[src/rtl/multicycle_ctrl.sv]
// Multi-cycle main controller for the RV32I lw/sw/beq/add/sub/and/or subset.
// Moore decode of a one-hot-free 4-bit state plus cycle and retired-instruction counters.
module multicycle_ctrl #(
    parameter int CNT_W = 32
) (
    input  logic             clk,
    input  logic             rst,
    input  logic [31:0]      instr,
    input  logic             mem_ready,
    output logic             pcwrite,
    output logic             branch,
    output logic             pcsrc,
    output logic             iord,
    output logic             memread,
    output logic             memwrite,
    output logic             irwrite,
    output logic             memtoreg,
    output logic             regwrite,
    output logic             alusrca,
    output logic [1:0]       alusrcb,
    output logic [3:0]       aluctrl,
    output logic [3:0]       state,
    output logic             retire,
    output logic             illegal,
    output logic [CNT_W-1:0] cycle_cnt,
    output logic [CNT_W-1:0] instret_cnt
);

    typedef enum logic [3:0] {
        S_FETCH  = 4'd0,
        S_DECODE = 4'd1,
        S_MEMADR = 4'd2,
        S_MEMRD  = 4'd3,
        S_LDWB   = 4'd4,
        S_MEMWR  = 4'd5,
        S_EXEC   = 4'd6,
        S_RWB    = 4'd7,
        S_BEQ    = 4'd8
    } state_e;

    localparam logic [6:0] OP_LW  = 7'b0000011;
    localparam logic [6:0] OP_SW  = 7'b0100011;
    localparam logic [6:0] OP_BEQ = 7'b1100011;
    localparam logic [6:0] OP_R   = 7'b0110011;

    localparam logic [3:0] ALU_AND = 4'b0000;
    localparam logic [3:0] ALU_OR  = 4'b0001;
    localparam logic [3:0] ALU_ADD = 4'b0010;
    localparam logic [3:0] ALU_SUB = 4'b0110;

    state_e           state_q, state_d;
    logic [CNT_W-1:0] cycle_q, instret_q;
    logic [6:0]       opcode;
    logic [3:0]       r_alu;
    logic             unused_instr;

    assign opcode       = instr[6:0];
    assign unused_instr = ^{instr[31], instr[29:15], instr[11:7]};

    // Unrecognised funct combinations fall back to add.
    always_comb begin
        r_alu = ALU_ADD;
        case ({instr[30], instr[14:12]})
            4'b1000: r_alu = ALU_SUB;
            4'b0111: r_alu = ALU_AND;
            4'b0110: r_alu = ALU_OR;
            default: r_alu = ALU_ADD;
        endcase
    end

    always_comb begin
        state_d  = S_FETCH;
        pcwrite  = 1'b0;
        branch   = 1'b0;
        pcsrc    = 1'b0;
        iord     = 1'b0;
        memread  = 1'b0;
        memwrite = 1'b0;
        irwrite  = 1'b0;
        memtoreg = 1'b0;
        regwrite = 1'b0;
        alusrca  = 1'b0;
        alusrcb  = 2'b00;
        aluctrl  = ALU_ADD;
        retire   = 1'b0;
        illegal  = 1'b0;
        case (state_q)
            S_FETCH: begin
                memread = 1'b1;
                alusrcb = 2'b01;
                irwrite = mem_ready;
                pcwrite = mem_ready;
                state_d = mem_ready ? S_DECODE : S_FETCH;
            end
            S_DECODE: begin
                alusrcb = 2'b10;
                case (opcode)
                    OP_LW, OP_SW: state_d = S_MEMADR;
                    OP_R:         state_d = S_EXEC;
                    OP_BEQ:       state_d = S_BEQ;
                    default: begin
                        illegal = 1'b1;
                        state_d = S_FETCH;
                    end
                endcase
            end
            S_MEMADR: begin
                alusrca = 1'b1;
                alusrcb = 2'b10;
                state_d = (opcode == OP_SW) ? S_MEMWR : S_MEMRD;
            end
            S_MEMRD: begin
                iord    = 1'b1;
                memread = 1'b1;
                state_d = mem_ready ? S_LDWB : S_MEMRD;
            end
            S_LDWB: begin
                regwrite = 1'b1;
                memtoreg = 1'b1;
                retire   = 1'b1;
            end
            S_MEMWR: begin
                iord     = 1'b1;
                memwrite = 1'b1;
                retire   = mem_ready;
                state_d  = mem_ready ? S_FETCH : S_MEMWR;
            end
            S_EXEC: begin
                alusrca = 1'b1;
                aluctrl = r_alu;
                state_d = S_RWB;
            end
            S_RWB: begin
                regwrite = 1'b1;
                retire   = 1'b1;
            end
            S_BEQ: begin
                alusrca = 1'b1;
                aluctrl = ALU_SUB;
                branch  = 1'b1;
                pcsrc   = 1'b1;
                retire  = 1'b1;
            end
            default: state_d = S_FETCH;
        endcase
        // Reset suppresses every side-effecting strobe, even mid-wait.
        if (rst) begin
            pcwrite  = 1'b0;
            branch   = 1'b0;
            memread  = 1'b0;
            memwrite = 1'b0;
            irwrite  = 1'b0;
            regwrite = 1'b0;
            retire   = 1'b0;
            illegal  = 1'b0;
        end
    end

    always_ff @(posedge clk) begin
        if (rst) begin
            state_q   <= S_FETCH;
            cycle_q   <= '0;
            instret_q <= '0;
        end else begin
            state_q <= state_d;
            cycle_q <= cycle_q + CNT_W'(1);
            if (retire) instret_q <= instret_q + CNT_W'(1);
        end
    end

    assign state       = state_q;
    assign cycle_cnt   = cycle_q;
    assign instret_cnt = instret_q;

endmodule

[config.mk]
export PLATFORM = sky130hd
export DESIGN_NAME = multicycle_ctrl
export DESIGN_NICKNAME = d
export VERILOG_FILES = /design/src/rtl/multicycle_ctrl.sv
export SDC_FILE = /design/constraint.sdc
export NUM_CORES = 1
export LEC_CHECK = 0
export BUFFER_PORTS_ARGS = -buffer_cell sky130_fd_sc_hd__buf_2
export CORE_ASPECT_RATIO = 2
export CORE_MARGIN = 2
export CORE_UTILIZATION = 54
export CTS_CLUSTER_DIAMETER = 80
export DETAILED_ROUTE_END_ITERATION = 10
export GPL_TIMING_DRIVEN = 0
export PLACE_DENSITY = 0.86
export SLEW_MARGIN = 0
export SYNTH_ARGS = -nofsm -noshare
export SYNTH_HDL_FRONTEND = slang
export SYNTH_SLANG_ARGS = --single-unit
[constraint.sdc]
create_clock -name clk -period 4.9 [get_ports clk]
set_clock_uncertainty 0.05 [all_clocks]
set_input_delay 0 -clock clk [delete_from_list [all_inputs] [get_ports clk]]
set_output_delay 0 -clock clk [all_outputs]
set_load 0.01 [all_outputs]
==> summary.txt, run 1 <==
Core Area -> 6259 um^2
Vias in the first global route -> 3375
Worst Path Buf+Inv -> 4
PwrDens -> 270.3 nW/um^2
Post-synth top area share -> 39.35%
Register area share after synthesis -> 39.35%
Row count -> 41
Pleak -> 0.001788 uW
First DRT Iteration DRCs -> 167
Clock Tree Root -> clkbuf_16
Worst Path Max Fanout -> 10
Wire per inst -> 14.96 um
Max Cap Viol -> 0
Syn_area_per_cell -> 8.159 um^2
Setup TNS -> 0 ns
First-pass GRT wire length -> 14580 um
Post-synth EDFFs -> 0
Post-Syn Nets -> 461
Fin. Hold Viols -> 0
Element type at the critical path end -> output pin
Worst R2R Setup Slack -> 2.44 ns
DR vias -> 3544
IO Count -> 121
Worst min path class -> in -> reg
CTS H-tree lvls -> 3
CP arrival -> 2.54 ns
Via density per instance -> 5.679
Worst r2r dst -> instret_cnt[24]$_SDFFE_PP0P_
Post-Syn Area -> 3460 um^2
Initial antenna violation count -> 0
Slowest CP cell -> clkbuf_1
DIE WIDTH -> 60.60 um
Seq cells post-synth -> 68
Synth cell count leaders -> 68 x dfxtp_1, 60 x nor2_1, 27 x nand2_1, 22 x xnor2_1, 22 x xor2_1
Drt first pass iters -> 4
Num CTS Buffers -> 9
# clock sinks -> 68
Setup bufs post-CTS -> 0
Asr flop ratio synth -> 0%
Post-route DRC violation count -> 0
Startpoint types -> flip-flop
RePlAce Congestion -> 0.8620
Total Routing Usage GR -> 27.02%
Cells on Worst Hold Path -> 4
VDD IR max -> 0.1818 mV
Outcome -> finished clean
IO buf count -> 98
Ys Warns -> 0
Reg2reg start -> state[3]$_SDFF_PP0_
CP max stage delay -> 0.37 ns
Clock slew at reported path FFs -> 0.05 ns
Gr ovfl total -> 0
Die Height -> 117.2 um
Yosys cell types -> 47
Most frequent cell after synthesis -> dfxtp_1
Slew HR -> 54.50%
Tot Pwr -> 1179 uW
Tcrit/Tclk final -> 52.83%
Antenna viol nets, final -> 0
Clock buffer depth -> 2
Yosys top cell by area -> dfxtp_1
CTS tree -> done
Layout cells sized above 1 -> 23.23%
Min Tclk post-route -> 2.589 ns
Synth Instances -> 424
Hold path endpoint -> state[2]$_SDFF_PP0_
Initial Util -> 55.28%
Worst-margin pin slew -> 0.6825 ns
RSZ-0062 raised after global routing -> no
Family with the most delay on the worst path -> buffers and inverters
Hold path start -> instr[3]
Final wirelength -> 9337 um
Top post-synthesis cells by area -> dfxtp_1 39%, nor2_1 6.5%, xnor2_1 5.6%, xor2_1 5.6%, a21oi_1 3.0%
R2R depth -> 6
Worst Path Required -> 4.85 ns
Area grow syn2layout -> 26.04%
Antenna diode count -> 0
Critical-path cell list -> clkbuf_1 -> nand2b_1 -> a21boi_1 -> buf_6 -> clkbuf_1 -> nor2_1 -> nor2_1 -> buf_2
Top FF cell, synth -> dfxtp_1
Fin nets -> 575
Dpl hpwl -> 6869 um
Largest net degree at the start of global routing -> 11
Worst-Skew Late Latency -> 0.33 ns
Slew Viols, Final -> 0
Die ar. -> 7101 um^2
CP Class -> reg -> out
Filler cells -> 541
Number of setup violations in the final report -> 0
Fmax -> 386.3 MHz
## through the flow
step | setup WS [ns] | util [%] | cell area (um^2) | hold slack, ns | cells
2_1_floorplan | 2.661 | - | 3460 | -0.002469 | 424
3_3_place_gp | 2.520 | 64.83 | 4058 | 0.1847 | 608
3_5_place_dp | 2.495 | 64.83 | 4058 | 0.1889 | 608
4_1_cts | 2.319 | 69.67 | 4360 | 0.03938 | 624
5_1_grt | 2.058 | 69.67 | 4360 | 0.06409 | 624
6_report | 2.311 | 69.67 | 4360 | 0.05804 | 624
## registers in the layout, summed over array words and instances (netlist names)
register and count:
cycle_cnt 32, instret_cnt 32, state 4
## metal layers
layer | track usage [%] | routed length, um | share of wire (%) | vias to the layer above
met3 | 7.363 | 482 | 5.2 | 33
met5 | 0 | 0 | 0 | -
met4 | 17.39 | 393 | 4.2 | 0
met1 | 24.42 | 3263 | 35 | 1667
li1 | - | - | - | 1716
met2 | 49.75 | 5198 | 56 | 128
## cell usage in the layout (no fill, tap or decap), types with 2 or more instances in the layout
master	instances
buf_2	99
a311oi_1	2
o211ai_1	13
nand3_1	14
xor2_1	22
o31ai_1	4
o21ai_0	20
o2111ai_1	5
nor2b_1	6
ha_1	2
clkbuf_16	9
nor3b_1	3
clkbuf_8	4
nand4_1	11
or3_1	11
and3_1	9
dlygate4sd3_1	5
nor4_1	9
buf_6	2
or4_2	3
buf_4	3
nand2b_1	7
clkbuf_1	15
nor2_1	60
a21oi_1	21
inv_1	12
and2_1	4
dfxtp_1	68
nand2_1	27
xnor2_1	22
or4_1	3
and4_1	7
nor3_1	20
## how the worst max path moves through the flow
stage | startpoint | endpoint | cells past startpoint
3_3_place_gp | instret_cnt[8]$_SDFFE_PP0P_ | instret_cnt[31]$_SDFFE_PP0P_ | 6
6_report | state[3]$_SDFF_PP0_ | retire | 8
5_1_grt | state[3]$_SDFF_PP0_ | retire | 8
4_1_cts | state[3]$_SDFF_PP0_ | retire | 8
3_5_place_dp | state[3]$_SDFF_PP0_ | instret_cnt[26]$_SDFFE_PP0P_ | 6
2_1_floorplan | instret_cnt[8]$_SDFFE_PP0P_ | instret_cnt[31]$_SDFFE_PP0P_ | 6
## cell families after synthesis
group | share of synthesized area (%)
and+or+nand+nor | 30.38
adders and majority gates | 0.7232
AOI/OAI and AO/OA | 12.44
buffers and inverters | 5.533
DFF | 39.35
muxes | 0.3255
xor gates and xnor gates | 11.14
other | 0.1084
## what timing repair did
item | CTS | global route
endpoints found under the setup margin | 0 | 0
hold buffers | 5 | 0
gates resized for setup | 0 | 0
hold endpoints to repair | 4 | 0
## power by group
part	internal (uW)	switching (uW)	leakage, uW
Combinational	21.3	31.0	0.00111
Clock	355	213	0.000125
Sequential	557	2.44	0.000548
Total	933	246	0.00179
## cell type report
cell class                      instances  area, um^2  share of cell area (%)
Inverter                               12       45.04                   1.033
Multi-Input combinational cell        319        1907                   43.73
Clock buffer                           11       252.7                   5.796
Timing Repair Buffer                  103       540.5                   12.40
Tap cell                               86       107.6                   2.468
Sequential cell                        68        1361                   31.22
Buffer                                 25       146.4                   3.357
## worst min-delay path, stage by stage
cell      delay [ns]
buf_2           0.08
nor3_1          0.08
nand3_1         0.12
a311oi_1        0.09
No activity file was read; power rests on OpenSTA's default activity.
==> inputs of run 2 (changes only) <==
- CORE_UTILIZATION: 54 -> 50
- PLACE_DENSITY: 0.86 -> 0.81
- clock period: 4.9 -> 2.7 ns (I/O delays scaled with it)
==> summary.txt, run 2 (synthesis results as in run 1) <==
Critical-path cell list -> clkbuf_1 -> nand2b_1 -> a21boi_1 -> o211ai_1 -> or4_2 -> a21oi_1
Commonest non-fill, non-tap cell in the layout -> buf_2
Dpl hpwl -> 6960 um (+1.3%)
CTS H-tree lvls -> 3 (unchanged)
Number of setup violations in the final report -> 0 (unchanged)
Total Routing Usage GR -> 25.72% (-1.3 points)
Core Area -> 6674 um^2 (+6.6%)
Setup TNS -> 0 ns (unchanged)
Row count -> 42 (+2.4%)
Tcrit/Tclk final -> 91.20%
Worst-margin pin slew -> 0.6668 ns (-0.01574 ns)
RePlAce Congestion -> 0.8373 (-2.9%)
First DRT Iteration DRCs -> 248 (+49%)
Fmax -> 406.1 MHz
CTS tree -> done
RSZ-0062 raised after global routing -> no
Worst Path Max Fanout -> 10 (unchanged)
Gr ovfl total -> 0 (unchanged)
Final wirelength -> 9253 um (-0.90%)
Clock Tree Root -> clkbuf_16
Min Tclk post-route -> 2.462 ns
Startpoint types -> flip-flop
Worst-Skew Late Latency -> 0.33 ns (about the same)
CP Class -> reg -> reg
Num CTS Buffers -> 9 (unchanged)
PwrDens -> 505.1 nW/um^2 (+87%)
Fin nets -> 573 (-0.35%)
VDD IR max -> 0.2711 mV (+49%)
Layout cells sized above 1 -> 23.38% (+0.14 points)
Wire per inst -> 14.76 um (-1.4%)
First-pass GRT wire length -> 15700 um (+7.7%)
Design area -> 4375 um^2 (+0.34%)
CP arrival -> 2.67 ns (+0.13 ns)
DR vias -> 3535 (-0.25%)
Slew HR -> 55.35% (+0.85 points)
Initial antenna violation count -> 0 (unchanged)
Pleak -> 0.001796 uW (+0.42%)
DP Area -> 4060 um^2 (about the same)
Worst min path class -> in -> reg
Element type at the critical path end -> flip-flop
Antenna diode count -> 0 (unchanged)
Area grow syn2layout -> 26.47%
Max Cap Viol -> 0 (unchanged)
Via density per instance -> 5.638 (-0.73%)
Fin. Hold Viols -> 0 (unchanged)
Worst R2R Setup Slack -> 0.24 ns (-2.20 ns)
IO Count -> 121 (unchanged)
Die Height -> 121.6 um (+3.8%)
Final instance count without filler cells -> 627 (+0.48%)
Post-route DRC violation count -> 0 (unchanged)
Antenna viol nets, final -> 0 (unchanged)
Outcome -> finished clean
Largest net degree at the start of global routing -> 11 (unchanged)
Slew Viols, Final -> 0 (unchanged)
Die ar. -> 7641 um^2 (+7.6%)
Initial Util -> 51.84% (-3.4 points)
Vias in the first global route -> 3517 (+4.2%)
Drt first pass iters -> 4 (unchanged)
Worst Path Required -> 2.91 ns (-1.94 ns)
Tot Pwr -> 2210 uW (+87%)
IO buf count -> 98 (unchanged)
DIE WIDTH -> 62.82 um (+3.7%)
Post-Place Cells -> 610 (+0.33%)
CP max stage delay -> 0.62 ns (+0.25 ns)
# clock sinks -> 68 (unchanged)
Slowest CP cell -> or4_2
Clock slew at reported path FFs -> 0.05 ns (about the same)
Most frequent cells in the layout -> 99 x buf_2, 68 x dfxtp_1, 60 x nor2_1
Clock buffer depth -> 2 (unchanged)
==> run 2: repair_timing <==
action                     in CTS  in global routing
setup endpoints to repair       0                  1
hold buffers                    5                  0
gates resized for setup         0                  0
setup buffers                   0                  0
hold endpoints to repair        4                  0
==> run 2: final timing paths <==
| kind | startpoint | end | depth (start not counted) |
|---|---|---|---|
| setup / recovery | state[3]$_SDFF_PP0_ | instret_cnt[24]$_SDFFE_PP0P_ | 6 |
| hold / removal | instr[2] | state[2]$_SDFF_PP0_ | 4 |
| setup reg to reg | state[3]$_SDFF_PP0_ | instret_cnt[24]$_SDFFE_PP0P_ | 6 |
| hold reg to reg | instret_cnt[31]$_SDFFE_PP0P_ | instret_cnt[31]$_SDFFE_PP0P_ | 2 |
==> run 2: final cells by class <==
class	count	area (um^2)
Fill cell	594	2298
Multi-Input combinational cell	319	1907
Sequential cell	68	1361
Timing Repair Buffer	103	540.5
Clock buffer	11	232.7
Buffer	23	138.9
Tap cell	88	110.1
Inverter	12	45.04
Clock inverter	3	40.04
==> run 2: stage by stage <==
stage | setup slack, ns | hold WS (ns) | utilization (%)
floorplan | 0.4614 | -0.002469 | -
global placement | 0.3209 | 0.1924 | 60.84
detailed placement | 0.3086 | 0.2039 | 60.84
CTS | 0.06533 | 0.001067 | 65.67
global route | 0.007506 | 0.04510 | 65.56
finish | 0.2376 | 0.03261 | 65.56
==> run 2: where the power goes <==
group / leakage, uW / switching, uW / total (uW) / internal, uW
Clock: 0.000135 / 400 / 1100 / 701
Sequential: 0.000548 / 5.32 / 1010 / 1010
Combinational: 0.00111 / 55.2 / 94.0 / 38.8
==> run 2: routing by layer <==
metal  track usage [%]  vias to the layer above  part of all wire, %
li1                  -                     1726                    -
met1             25.16                     1680                   37
met2             48.52                      106                   55
met3             5.448                       23                  4.5
met4             15.56                        0                  3.4
met5                 0                        -                    0
==> run 2: worst max-delay path, delay by kind of cell (launching register included) <==
family | cells | cell delay (ns)
AND/OR/NAND/NOR | 2 | 0.81
flip-flops | 1 | 0.33
AO/OA/AOI/OAI | 3 | 0.86
buffers and inverters | 1 | 0.35
